--- config.mk ---
export PLATFORM = sky130hd
export DESIGN_NAME = if_fetch_stage
export DESIGN_NICKNAME = d
export VERILOG_FILES = /design/src/rtl/if_fetch_stage.sv
export SDC_FILE = /design/constraint.sdc
export NUM_CORES = 1
export LEC_CHECK = 0
export BUFFER_PORTS_ARGS = -buffer_cell sky130_fd_sc_hd__buf_2
export CAP_MARGIN = 20
export CORE_MARGIN = 5
export CORE_UTILIZATION = 45
export DETAILED_ROUTE_END_ITERATION = 6
export GPL_ROUTABILITY_DRIVEN = 1
export PLACE_DENSITY = 0.64
export SLEW_MARGIN = 40
export SYNTH_ARGS = -nofsm -noshare
export SYNTH_HDL_FRONTEND = slang
export SYNTH_SLANG_ARGS = --single-unit
--- constraint.sdc ---
create_clock -name clk -period 5.7 [get_ports clk]
set_input_delay 0.855 -clock clk [delete_from_list [all_inputs] [get_ports clk]]
set_output_delay 0.855 -clock clk [all_outputs]
set_load 0.05 [all_outputs]
--- src/rtl/if_fetch_stage.sv ---
// Instruction-fetch stage: one outstanding imem read at a time, registered ID slot plus a
// one-entry skid buffer, and redirect that squashes anything in flight.
module if_fetch_stage #(
    parameter logic [31:0] RESET_PC  = 32'h0000_0000,
    parameter logic [31:0] NOP_INSTR = 32'h0000_0013
) (
    input  logic        clk,
    input  logic        rst,
    output logic        imem_req_valid,
    input  logic        imem_req_ready,
    output logic [31:0] imem_req_addr,
    input  logic        imem_resp_valid,
    input  logic [31:0] imem_resp_data,
    input  logic        redirect_valid,
    input  logic [31:0] redirect_pc,
    output logic        id_valid,
    input  logic        id_ready,
    output logic [31:0] instruction,
    output logic [31:0] pc,
    output logic [1:0]  dbg_state_o
);

    // Encoding is visible on dbg_state_o: 0 FETCH, 1 WAIT, 2 HOLD, 3 DRAIN.
    typedef enum logic [1:0] {
        S_FETCH = 2'd0,
        S_WAIT  = 2'd1,
        S_HOLD  = 2'd2,
        S_DRAIN = 2'd3
    } state_t;

    state_t      state_q, state_d;
    logic [31:0] fetch_pc_q, fetch_pc_d;
    logic        id_valid_q, id_valid_d;
    logic [31:0] pc_q, pc_d;
    logic [31:0] instr_q, instr_d;
    logic [31:0] skid_pc_q, skid_pc_d;
    logic [31:0] skid_instr_q, skid_instr_d;

    logic        drain;
    logic [31:0] redirect_target;

    // Valid/ready: a transfer happens on any cycle where valid and ready are both high;
    // a valid source holds its payload stable until that cycle.
    assign drain           = id_valid_q & id_ready;
    assign redirect_target = redirect_pc & ~32'h0000_0003;

    assign imem_req_valid = (state_q == S_FETCH) & ~redirect_valid & ~rst;
    assign imem_req_addr  = fetch_pc_q;
    assign id_valid       = id_valid_q;
    assign instruction    = instr_q;
    assign pc             = pc_q;
    assign dbg_state_o    = state_q;

    always_comb begin
        state_d      = state_q;
        fetch_pc_d   = fetch_pc_q;
        id_valid_d   = id_valid_q;
        pc_d         = pc_q;
        instr_d      = instr_q;
        skid_pc_d    = skid_pc_q;
        skid_instr_d = skid_instr_q;

        if (drain) begin
            id_valid_d = 1'b0;
            instr_d    = NOP_INSTR;
        end

        case (state_q)
            S_FETCH: begin
                if (imem_req_valid && imem_req_ready) begin
                    state_d = S_WAIT;
                end
            end
            S_WAIT: begin
                if (imem_resp_valid) begin
                    fetch_pc_d = fetch_pc_q + 32'd4;
                    if (!id_valid_q || drain) begin
                        id_valid_d = 1'b1;
                        pc_d       = fetch_pc_q;
                        instr_d    = imem_resp_data;
                        state_d    = S_FETCH;
                    end else begin
                        skid_pc_d    = fetch_pc_q;
                        skid_instr_d = imem_resp_data;
                        state_d      = S_HOLD;
                    end
                end
            end
            S_HOLD: begin
                // The skid is occupied exactly while in HOLD.
                if (drain) begin
                    id_valid_d = 1'b1;
                    pc_d       = skid_pc_q;
                    instr_d    = skid_instr_q;
                    state_d    = S_FETCH;
                end
            end
            S_DRAIN: begin
                if (imem_resp_valid) begin
                    state_d = S_FETCH;
                end
            end
            default: state_d = S_FETCH;
        endcase

        // Redirect overrides everything above; a response arriving in the same cycle is dropped.
        if (redirect_valid) begin
            fetch_pc_d = redirect_target;
            id_valid_d = 1'b0;
            instr_d    = NOP_INSTR;
            if ((state_q == S_WAIT || state_q == S_DRAIN) && !imem_resp_valid) begin
                state_d = S_DRAIN;
            end else begin
                state_d = S_FETCH;
            end
        end
    end

    always_ff @(posedge clk) begin
        if (rst) begin
            state_q      <= S_FETCH;
            fetch_pc_q   <= RESET_PC;
            id_valid_q   <= 1'b0;
            pc_q         <= 32'h0000_0000;
            instr_q      <= NOP_INSTR;
            skid_pc_q    <= 32'h0000_0000;
            skid_instr_q <= NOP_INSTR;
        end else begin
            state_q      <= state_d;
            fetch_pc_q   <= fetch_pc_d;
            id_valid_q   <= id_valid_d;
            pc_q         <= pc_d;
            instr_q      <= instr_d;
            skid_pc_q    <= skid_pc_d;
            skid_instr_q <= skid_instr_d;
        end
    end

endmodule

# Word level (Yosys, flattened, before mapping)
# Cells that the tools add are included.
# Widths: inputs -> output; s select.
dict set report totals {
  in_bits 70
  ff_bits 163
  out_inout_bits 100
  elab_cells 66
}
dict set report op_classes {
  reduce_logical 16
  n_eq_ne 10
  muxes 25
  add_sub_neg 1
  bitwise 6
}
# op count
set op_table {}
lappend op_table {{$mux 32} 10}
lappend op_table {{$pmux 32 s2} 2}
lappend op_table {{$add 32x3->32 const B} 1}
lappend op_table {{$mux 2} 7}
lappend op_table {{$ne 3x3->1 const B} 3}
lappend op_table {{$pmux 2 s4} 1}
lappend op_table {{$reduce_and 4->1} 2}
lappend op_table {{$ne 2x2->1 const B} 3}
lappend op_table {{$reduce_bool 2->1} 3}
lappend op_table {{$eq 2x2->1 const B} 2}
lappend op_table {{$mux 1} 4}
lappend op_table {{$reduce_and 2->1} 2}
lappend op_table {{$and 1x1->1} 3}
lappend op_table {{$ne 3x2->1 const B} 1}
lappend op_table {{$not 1->1} 3}
lappend op_table {{$reduce_and 3->1} 1}
lappend op_table {{$eq 2x1->1 const B} 1}
lappend op_table {{$logic_and 1x1->1} 2}
lappend op_table {{$logic_not 1->1} 2}
lappend op_table {{$logic_not 2->1} 1}
lappend op_table {{$logic_or 1x1->1} 2}
lappend op_table {{$pmux 1 s2} 1}
lappend op_table {{$reduce_or 2->1} 1}

# Logic depth before layout (Yosys ltp)
# Gate-level depths: netlist of the first run.
dict set report depth {
  depth_word 7
  depth_mapped 8
}

# Worst setup path before layout of the first run
# No wires, ideal clock.
dict set report synth_path {
  kind {input -> output}
  startpoint {input redirect_valid}
  endpoint {output imem_req_valid}
  setup_slack_ps 2862
  cell_stages 4
  arrival_ps 1983
  cell_sequence {clkbuf_1 -> nor2_1 -> clkbuf_1 -> and2_1}
}
dict set report synth_between {
  elab_chain_len 3
}
# element line_no
set synth_rtl {}
lappend synth_rtl {{start, declared} 14} ;# input logic redirect_valid,
lappend synth_rtl {{$not 1->1} 47} ;# assign imem_req_valid = (state_q == S_FETCH) & ~redirect_valid & ~rst;
lappend synth_rtl {{$and 1x1->1 (2 in series)} 47}
lappend synth_rtl {{end, declared} 9} ;# output logic imem_req_valid,
# No other way between the ends.

# Final worst setup path of the first run
dict set report layout_path {
  startpoint {register state_q[1] (netlist: dbg_state_o[1])}
  endpoint {register skid_instr_q[16]}
}
dict set report layout_between {
  elab_chain_len 2
}
# element line_no
set layout_rtl {}
lappend layout_rtl {{start, declared} 31} ;# state_t state_q, state_d;
lappend layout_rtl {{start signal, assigned} 129} ;# state_q <= state_d;
lappend layout_rtl {{$eq 2x1->1} 68} ;# case (state_q)
lappend layout_rtl {{$reduce_and 3->1 (no source line)} n/a}
lappend layout_rtl {{end signal, assigned} 135} ;# skid_instr_q <= skid_instr_d;
lappend layout_rtl {{end, declared} 37} ;# logic [31:0] skid_instr_q, skid_instr_d;
# No other way between the ends.
# A chain may end at the register's enable or synchronous reset.

==> results of run 1 <==
[layout make-up]
cell class,instances,area (sq um)
clock inverters,14,265.3
multi-input cells,742,4415
inverters,14,52.55
clock buffers,18,439.2
flip-flops and latches,157,3144
diodes,1,2.502
well taps,225,281.5
repair buffers,179,987.2
fillers,1716,7709
[power groups by stage]
stage          logic [mW]  clock network, mW  registers (mW)
6_report            0.499               1.35            1.20
5_1_grt             0.535               1.42            1.21
4_1_cts             0.500               1.37            1.20
3_5_place_dp        0.499                  0            1.22
3_3_place_gp        0.488                  0            1.22
2_1_floorplan       0.201                  0            1.38
[kinds of logic after synthesis]
kind of cell,after synthesis
simple gates,361
compound gates,332
other cells,1
xor+xnor,8
mux,32
fa+ha+maj,5
flops,157
buf+inv,119
[cell usage after synthesis (14+ instances only)]
| cell type | instances |
|---|---|
| dfxtp_1 | 157 |
| nand2_1 | 153 |
| o21ai_0 | 101 |
| clkbuf_1 | 88 |
| and3_1 | 66 |
| a21oi_1 | 64 |
| a21boi_0 | 59 |
| nor2_1 | 58 |
| a211oi_1 | 39 |
| mux2i_1 | 32 |
| a31oi_1 | 29 |
| a311oi_1 | 14 |
| inv_1 | 14 |
[cell usage in the layout (no fill, tap or decap), types with 9 or more instances in the layout]
cell,Yosys,layout
nor2_1,58,56
a21boi_0,59,59
dfxtp_1,157,156
a211oi_1,39,39
nand4_1,10,10
buf_2,8,162
a311oi_1,14,14
buf_4,5,13
or3_1,9,9
mux2i_1,32,32
clkbuf_16,0,17
a21oi_1,64,64
o21ai_0,101,101
inv_1,14,14
a31oi_1,29,29
nand3_1,13,12
nand2_1,153,153
and3_1,66,66
[critical path, stage by stage, from the launching register on]
cell,delay (ns)
dfxtp_1,0.36
inv_1,0.15
ha_1,0.27
buf_4,0.40
nand2_1,0.40
nor2_4,0.69
buf_4,0.40
nand2_1,0.09
a21oi_1,0.15
[routing by layer]
layer	part of all wire (%)	track usage, %	vias to the layer above
met3	5.7	4.421	26
met5	0.12	0	-
met4	1.1	6.303	4
met1	45	29.33	3525
met2	48	36.30	189
li1	-	-	3844
[worst paths after layout]
kind,start,cells after the start,endpoint,slack (ns)
max,dbg_state_o[1],8,skid_instr_q[16],2.72
min,skid_instr_q[29],2,skid_instr_q[29],0.45
max reg2reg,dbg_state_o[1],8,skid_instr_q[16],2.72
min reg2reg,skid_instr_q[29],2,skid_instr_q[29],0.45
[registers in the layout, indices dropped and copies added, names as in the netlist]
name	count
instruction	32
imem_req_addr	30
id_valid	1
pc	30
skid_instr_q	32
skid_pc_q	30
dbg_state_o	2
[metrics by stage]
| step | area, sq um | hold slack, ns | util [%] |
|---|---|---|---|
| finish | 9588 | 0.4497 | 55.43 |
| global route | 9585 | 0.4645 | 55.42 |
| CTS | 9582 | 0.4511 | 55.40 |
| detailed placement | 8877 | 0.4424 | 51.32 |
| global placement | 8790 | 0.4375 | 50.82 |
| floorplan | 7939 | 0.4319 | - |
==> metrics.csv, run 1 <==
stage,metric,value,unit
sta,Worst Max-Slew Pin Slew,0.7215,ns
sta,setup ws final,2.719,ns
yosys,"EDFF count, synth",0,
cells_and_area,share of cells above drive strength 1,20.28,%
floorplanning,I/O pin total,170,
clocking,clk sinks,157,
worst_setup_path,CP required,6.05,ns
pwr,share of power burned in registers,39.4,%
pwr,LEAKAGE,3.723,nW
yosys,Synth Area in Simple Gates,22.25,%
sta,final setup violation count,0,
cells_and_area,Non-Filler Instances,1350,
route,Vias per Instance,5.621,
grt,GRT Util Overall,22.01,%
cells_and_area,Layout area overhead,20.94,%
sta,number of max-slew violations in the final report,0,
sta,clock skew,0.01165,ns
pwr,Comb power frac,16.4,%
yosys,syn avg cell area,7.810,sq um
route,DRC,0,
yosys,post-synthesis mux area share,4.040,%
route,Iteration-0 DRC Markers,412,
route,detailed-route via count,7588,
clocking,cts repair resizes,0,
clocking,Worst-Skew Late Latency,0.43,ns
route,antenna-violating nets left,0,
yosys,library cells used by synthesis,50,
yosys,register area share after synthesis,39.65,%
worst_setup_path,largest fanout on the critical path,37,
yosys,adder-cell share of the synthesized area,0.7891,%
worst_setup_path,crit path DAT,3.33,ns
pwr,switch share,28.84,%
yosys,synthesis-stage register bit count,157,
worst_setup_path,CP Capture Type,flip-flop,
grt,first-pass GRT wire length,36610,microns
clocking,CTS tree,built,
placed_design,Setup WS pre-CTS,2.477,ns
placed_design,RePlAce Congestion,0.7943,
floorplanning,Core Region,17300,sq um
clocking,H-tree Lvls,4,
placed_design,placed cells,1317,
sta,Max Fclk,0.3355,GHz
sta,Final min period,2.981,ns
yosys,synth top area cells,"dfxtp_1 40%, nand2_1 7.2%, o21ai_0 6.4%",
route,DR pass1 iterations,5,
yosys,share of the synthesized area in the top cell type,39.65,%
run,max_cap viols,0,
yosys,Post-synth ARST share,0,%
floorplanning,# rows,48,
route,routed length per instance,16.99,microns
floorplanning,die footprint,20370,sq um
floorplanning,Chip Height,142.7,microns
grt,gr ovfl total,0,
grt,largest net degree at the start of global routing,83,
clocking,clk buf depth,2,
worst_hold_path,Hold Path Class,reg -> reg,
sta,Final Hold Vio Count,0,
grt,number of global-route vias before repair,6974,
yosys,xor-xnor portion of the synthesized cell area,0.8838,%
placed_design,PortBufs,163,
yosys,largest family of logic cells by synthesized area,compound AO/OA/AOI/OAI gates,
floorplanning,die span in x,142.7,microns
clocking,Num CTS Buffers,17,
clocking,# Post-CTS Setup Buffers,0,
clocking,Hold Buf Count CTS,0,
worst_setup_path,Setup crit start kind,flip-flop,
clocking,Worst-path clk slew,0.06,ns
yosys,ys flop type,dfxtp_1,
yosys,Synth Warn #,0,
route,Routed WL,22940,microns
sta,Sum Neg Setup Slack,0,ns
pwr,Peak supply drop,0.0002069,V
run_status,outcome,"finished, final reports clean",
cells_and_area,fin nets,1186,
pwr,P per Cell Area,317.6,nW/um^2
sta,Final period util,52.29,%
sta,Max transition margin,51.78,%
pwr,total power,3.045,mW
worst_setup_path,type of the worst setup path,reg -> reg,
floorplanning,Starting Density,45.83,%
clocking,clock root buffer,clkbuf_16,
sta,RSZ-0062 raised after global routing,no,
pwr,Switch Pwr,878.0,uW
yosys,Synth Area in Compound Gates,26.34,%
yosys,post-synthesis cell count,1015,
grt,initial antenna violation count,2,
yosys,Synth area leader,dfxtp_1,
pwr,Pint,2.167,mW
pwr,Clk network pwr share,44.3,%
placed_design,Final HPWL DP,14350,microns
yosys,post-synthesis cell area,7928,sq um
Note: power is estimated with default switching activity, not from simulation.
==> inputs of run 2 (changes only) <==
--- a/config.mk
+++ b/config.mk
@@ -11,7 +11,7 @@
 export CORE_UTILIZATION = 45
 export DETAILED_ROUTE_END_ITERATION = 6
 export GPL_ROUTABILITY_DRIVEN = 1
-export PLACE_DENSITY = 0.64
+export PLACE_DENSITY = 0.67
 export SLEW_MARGIN = 40
 export SYNTH_ARGS = -nofsm -noshare
 export SYNTH_HDL_FRONTEND = slang
==> constraint.sdc (replaced) <==
create_clock -name clk -period 2.74 [get_ports clk]
set_input_delay 0.411 -clock clk [delete_from_list [all_inputs] [get_ports clk]]
set_output_delay 0.411 -clock clk [all_outputs]
set_load 0.05 [all_outputs]
==> metrics.csv, run 2 (synthesis gave the netlist of run 1 again) <==
stage,metric,value,unit
sta,Worst Max-Slew Pin Slew,0.7062,ns
cells_and_area,fin util,55.01,%
clocking,# Post-CTS Setup Buffers,0,
route,routed length per instance,16.69,microns
cells_and_area,most frequent cells in the layout,"162 x buf_2, 156 x dfxtp_1, 153 x nand2_1",
grt,number of global-route vias before repair,6960,
clocking,clk sinks,157,
worst_setup_path,r2r startpoint,dbg_state_o[1],
route,Routed WL,22700,microns
sta,final setup violation count,0,
clocking,cts repair resizes,0,
clocking,Worst-Skew Late Latency,0.42,ns
sta,Final Hold Vio Count,0,
floorplanning,die footprint,20370,sq um
grt,gr ovfl total,0,
clocking,Num CTS Buffers,17,
route,Iteration-0 DRC Markers,696,
floorplanning,Starting Density,45.83,%
placed_design,Final HPWL DP,14590,microns
route,antenna-violating nets left,0,
worst_setup_path,critical path capture point,pc[12],
pwr,Peak supply drop,0.0004584,V
floorplanning,I/O pin total,170,
pwr,LEAKAGE,3.675,nW
placed_design,placed cells,1327,
cells_and_area,fin nets,1196,
worst_setup_path,Worst R2R Setup Slack,0.48,ns
pwr,P per Cell Area,626.8,nW/um^2
placed_design,PortBufs,163,
sta,Final min period,2.262,ns
worst_setup_path,type of the worst setup path,reg -> reg,
grt,GRT Util Overall,22.05,%
route,detailed-route via count,7700,
sta,Max Fclk,0.4422,GHz
clocking,clock root buffer,clkbuf_16,
route,DR pass1 iterations,6,
sta,number of max-slew violations in the final report,0,
worst_setup_path,crit path DAT,2.59,ns
worst_hold_path,Hold Path Class,in -> reg,
worst_setup_path,largest fanout on the critical path,34,
worst_setup_path,Setup crit start kind,flip-flop,
worst_hold_path,Worst Hold Depth,3,
grt,largest net degree at the start of global routing,64,
clocking,CTS tree,built,
worst_setup_path,worst reg2reg path endpoint,pc[12],
clocking,H-tree Lvls,4,
pwr,total power,5.964,mW
sta,clock skew,0.007208,ns
clocking,Hold Buf Count CTS,0,
route,Vias per Instance,5.662,
run_status,outcome,"finished, final reports clean",
floorplanning,die span in x,142.7,microns
cells_and_area,share of cells above drive strength 1,20.81,%
worst_setup_path,Worst Setup SP,dbg_state_o[1],
floorplanning,Core Region,17300,sq um
worst_setup_path,CP required,3.07,ns
cells_and_area,Non-Filler Instances,1360,
sta,Sum Neg Setup Slack,0,ns
floorplanning,Chip Height,142.7,microns
grt,first-pass GRT wire length,36720,microns
clocking,clk buf depth,2,
worst_setup_path,R2R cell count,8,
cells_and_area,Layout area overhead,20.01,%
clocking,Worst-path clk slew,0.06,ns
floorplanning,# rows,48,
worst_setup_path,CP Capture Type,flip-flop,
cells_and_area,"commonest non-fill, non-tap cell in the layout",buf_2,
sta,Final period util,82.54,%
sta,RSZ-0062 raised after global routing,no,
grt,initial antenna violation count,1,
sta,worst hold slack,0.2352,ns
route,DRC,0,
run,max_cap viols,0,
placed_design,RePlAce Congestion,0.7771,
sta,Max transition margin,52.92,%
==> run 2: area by class of cell <==
| type | instances | area, sq um |
|---|---|---|
| clock buffer | 22 | 474.2 |
| sequential | 157 | 3144 |
| inverter | 14 | 52.55 |
| fill | 1699 | 7782 |
| timing repair buffer | 189 | 1039 |
| antenna | 1 | 2.502 |
| clock inverter | 10 | 137.6 |
| tap | 225 | 281.5 |
| multi-input combinational | 742 | 4383 |
==> run 2: how the worst min path moves through the flow <==
stage	start	endpoint	slack, ns
after floorplan	skid_instr_q[10]	skid_instr_q[10]	0.43
after global placement	skid_instr_q[21]	skid_instr_q[21]	0.44
after detailed placement	skid_instr_q[18]	skid_instr_q[18]	0.44
after CTS	imem_resp_data[16]	skid_instr_q[16]	0.22
after global routing	imem_resp_data[11]	skid_instr_q[11]	0.22
final	imem_resp_data[22]	skid_instr_q[22]	0.24
==> run 2: where the power goes <==
group / internal, mW / leakage [nW] / switching (mW)
Combinational: 0.289 / 2.11 / 0.745
Clock: 1.50 / 0.284 / 0.935
Sequential: 2.39 / 1.28 / 0.106
==> run 2: critical path, stage by stage, from the launching register on <==
cell and delay (ns):
dfxtp_1 0.41, inv_1 0.11, ha_1 0.25, buf_4 0.22
nand2b_1 0.19, a221oi_4 0.30, buf_4 0.37, nor2_1 0.07
a211oi_1 0.23
==> run 2: per-stage QoR <==
stage               setup slack [ns]  cell area, sq um
floorplan                     0.3313              7939
global placement              0.4256              8900
detailed placement            0.4190              8900
CTS                           0.4751              9512
global route                  0.1340              9514
finish                        0.4784              9514
==> run 2: routing by layer <==
layer,wire length [microns],part of all wire [%],track usage (%),vias up
li1,-,-,-,3852
met1,10400,46,30.39,3601
met2,10680,47,34.84,219
met3,1164,5.1,4.354,28
met4,449,2.0,7.104,0
met5,0,0,0,-
==> inputs of run 3 (changes only) <==
--- a/config.mk
+++ b/config.mk
@@ -5,13 +5,14 @@
 export SDC_FILE = /design/constraint.sdc
 export NUM_CORES = 1
 export LEC_CHECK = 0
+export ABC_AREA = 1
 export BUFFER_PORTS_ARGS = -buffer_cell sky130_fd_sc_hd__buf_2
 export CAP_MARGIN = 20
 export CORE_MARGIN = 5
 export CORE_UTILIZATION = 45
 export DETAILED_ROUTE_END_ITERATION = 6
 export GPL_ROUTABILITY_DRIVEN = 1
-export PLACE_DENSITY = 0.67
+export PLACE_DENSITY = 0.64
 export SLEW_MARGIN = 40
 export SYNTH_ARGS = -nofsm -noshare
 export SYNTH_HDL_FRONTEND = slang
==> constraint.sdc (replaced) <==
create_clock -name clk -period 2.3 [get_ports clk]
set_input_delay 0.345 -clock clk [delete_from_list [all_inputs] [get_ports clk]]
set_output_delay 0.345 -clock clk [all_outputs]
set_load 0.05 [all_outputs]
==> metrics.csv, run 3 <==
stage,metric,value,unit
grt,first-pass GRT wire length,39270,microns
worst_hold_path,Worst Hold End,skid_instr_q[21],
cells_and_area,fin nets,1403,
yosys,synth top area cells,"dfxtp_1 39%, nand2_1 16%, o21ai_0 8.5%",
clocking,cts repair resizes,0,
worst_setup_path,crit-path cells,inv_1 -> ha_1 -> nand2_2 -> inv_2 -> nor2_2 -> inv_2 -> o21ai_0 -> inv_1 -> nand2_1 -> a21oi_1,
route,Routed WL,24250,microns
cells_and_area,Layout area overhead,19.84,%
worst_setup_path,"Buf+Inv Stages, Crit Path",4,
worst_hold_path,Worst Hold Depth,3,
worst_setup_path,worst reg2reg path endpoint,imem_req_addr[23],
worst_setup_path,Worst Setup SP,dbg_state_o[1],
yosys,syn avg cell area,6.670,sq um
yosys,"count leader, synth",nand2_1,
pwr,Peak supply drop,0.0005825,V
worst_hold_path,Hold Path Class,in -> reg,
worst_setup_path,largest fanout on the critical path,25,
floorplanning,Core Region,17360,sq um
grt,M1 GR Usage,33.30,%
yosys,Synth Warn #,0,
worst_setup_path,"Largest stage delay, worst path",0.35,ns
clocking,clk buf depth,2,
sta,clock skew,0.008482,ns
worst_setup_path,Critical-path top delay cell,dfxtp_1,
pwr,LEAKAGE,4.474,nW
grt,gr busiest metal,met2,
sta,RSZ-0062 raised after global routing,no,
sta,Sum Neg Setup Slack,0,ns
clocking,Worst-path clk slew,0.07,ns
floorplanning,I/O pin total,170,
grt,largest net degree at the start of global routing,84,
grt,met2 Track Usage GR,36.52,%
floorplanning,Chip Height,143.3,microns
route,detailed-route via count,8266,
worst_setup_path,R2R cell count,10,
sta,Max Fclk,0.5016,GHz
worst_setup_path,r2r startpoint,dbg_state_o[1],
grt,number of global-route vias before repair,7582,
cells_and_area,Non-Filler Instances,1567,
yosys,Post-synth top cells,"341 x nand2_1, 157 x dfxtp_1, 136 x o21ai_0",
yosys,post-synthesis cell count,1199,
floorplanning,die footprint,20540,sq um
worst_setup_path,Worst R2R Setup Slack,0.31,ns
worst_setup_path,type of the worst setup path,reg -> reg,
run,max_cap viols,0,
placed_design,Final HPWL DP,16610,microns
placed_design,placed cells,1534,
sta,Final Hold Vio Count,0,
sta,final setup violation count,0,
clocking,clock root buffer,clkbuf_16,
run_status,outcome,"finished, final reports clean",
cells_and_area,share of cells above drive strength 1,20.88,%
sta,setup ws final,0.3065,ns
clocking,Hold Buf Count CTS,0,
clocking,H-tree Lvls,4,
grt,gr ovfl total,0,
floorplanning,Starting Density,46.08,%
sta,Final period util,86.67,%
placed_design,PortBufs,163,
worst_setup_path,CP Capture Type,flip-flop,
grt,initial antenna violation count,3,
clocking,Num CTS Buffers,17,
worst_setup_path,Crit path max-delay family,buffers and inverters,
sta,number of max-slew violations in the final report,0,
yosys,synthesis-stage register bit count,157,
route,antenna-violating nets left,0,
yosys,library cells used by synthesis,34,
clocking,Worst-Skew Late Latency,0.43,ns
cells_and_area,cell area after layout,9584,sq um
sta,Final min period,1.993,ns
route,Iteration-0 DRC Markers,728,
worst_setup_path,crit path DAT,2.34,ns
clocking,clk sinks,157,
yosys,ys flop type,dfxtp_1,
route,Vias per Instance,5.275,
clocking,# Post-CTS Setup Buffers,0,
yosys,Synth area leader,dfxtp_1,
pwr,total power,6.982,mW
yosys,"EDFF count, synth",0,
yosys,post-synthesis cell area,7998,sq um
route,routed length per instance,15.48,microns
grt,routing usage on met3,6.423,%
pwr,P per Cell Area,728.5,nW/um^2
yosys,register area share after synthesis,39.30,%
placed_design,placed inst area,8974,sq um
cells_and_area,most frequent cells in the layout,"341 x nand2_1, 163 x buf_2, 157 x dfxtp_1",
clocking,CTS tree,built,
cells_and_area,fin util,55.22,%
yosys,Post-synth ARST share,0,%
worst_setup_path,Setup crit start kind,flip-flop,
worst_hold_path,hold_sp,imem_resp_data[21],
yosys,share of the synthesized area in the top cell type,39.30,%
placed_design,RePlAce Congestion,0.8762,
grt,GRT Util Overall,23.66,%
route,DR pass1 iterations,5,
floorplanning,# rows,48,
cells_and_area,"commonest non-fill, non-tap cell in the layout",nand2_1,
placed_design,Setup WS pre-CTS,0.3414,ns
worst_setup_path,CP required,2.65,ns
route,DRC,0,
sta,worst hold slack,0.1479,ns
floorplanning,die span in x,143.3,microns
==> run 3: changes by cell type after synthesis, sizes merged, moves of 32 or more <==
cell / change
o21ai: +44
nand3: +32
inv: +64
mux2i: -32
nor2: +68
and3: -66
nand2: +200
a21oi: +70
clkbuf: -51
a211oi: -39
a21boi: -59
==> run 3: worst reg2reg max path, stage by stage (launching register included) <==
cell and delay (ns):
dfxtp_1 0.35, inv_1 0.09, ha_1 0.18, nand2_2 0.18, inv_2 0.26, nor2_2 0.08, inv_2 0.35, o21ai_0 0.16
inv_1 0.08, nand2_1 0.05, a21oi_1 0.14
==> run 3: where the power goes <==
group,switching [mW],leakage [nW],internal (mW)
logic,0.832,2.91,0.303
clock network,1.18,0.286,1.74
registers,0.101,1.28,2.82
==> run 3: cells by family after synthesis <==
group / share of synthesized area, %
buffers and inverters: 8.542
DFF: 39.30
AOI/OAI and AO/OA: 22.25
other: 0.04689
and+or+nand+nor: 29.08
adders and majority gates: 0.7822
==> run 3: layout make-up <==
cell class	instances	area, sq um
Clock buffer	19	442.9
Clock inverter	13	165.2
Multi-Input combinational cell	883	4193
Timing Repair Buffer	191	1064
Tap cell	225	281.5
Fill cell	1754	7772
Inverter	78	292.8
Antenna cell	1	2.502
Sequential cell	157	3143
==> run 3: worst max-delay path by stage <==
stage                         to  depth (start not counted)  slack, ns
2_1_floorplan    instruction[26]                          8       0.28
3_3_place_gp   imem_req_addr[31]                         10       0.42
3_5_place_dp   imem_req_addr[23]                         10       0.34
4_1_cts        imem_req_addr[23]                         10       0.32
5_1_grt        imem_req_addr[27]                         10        0.1
6_report       imem_req_addr[23]                         10       0.31
==> run 3: layer usage <==
layer | vias up | part of all wire (%)
li1 | 4201 | -
met1 | 3765 | 46
met2 | 268 | 45
met3 | 26 | 8.1
met4 | 6 | 1.2
met5 | - | 0.14
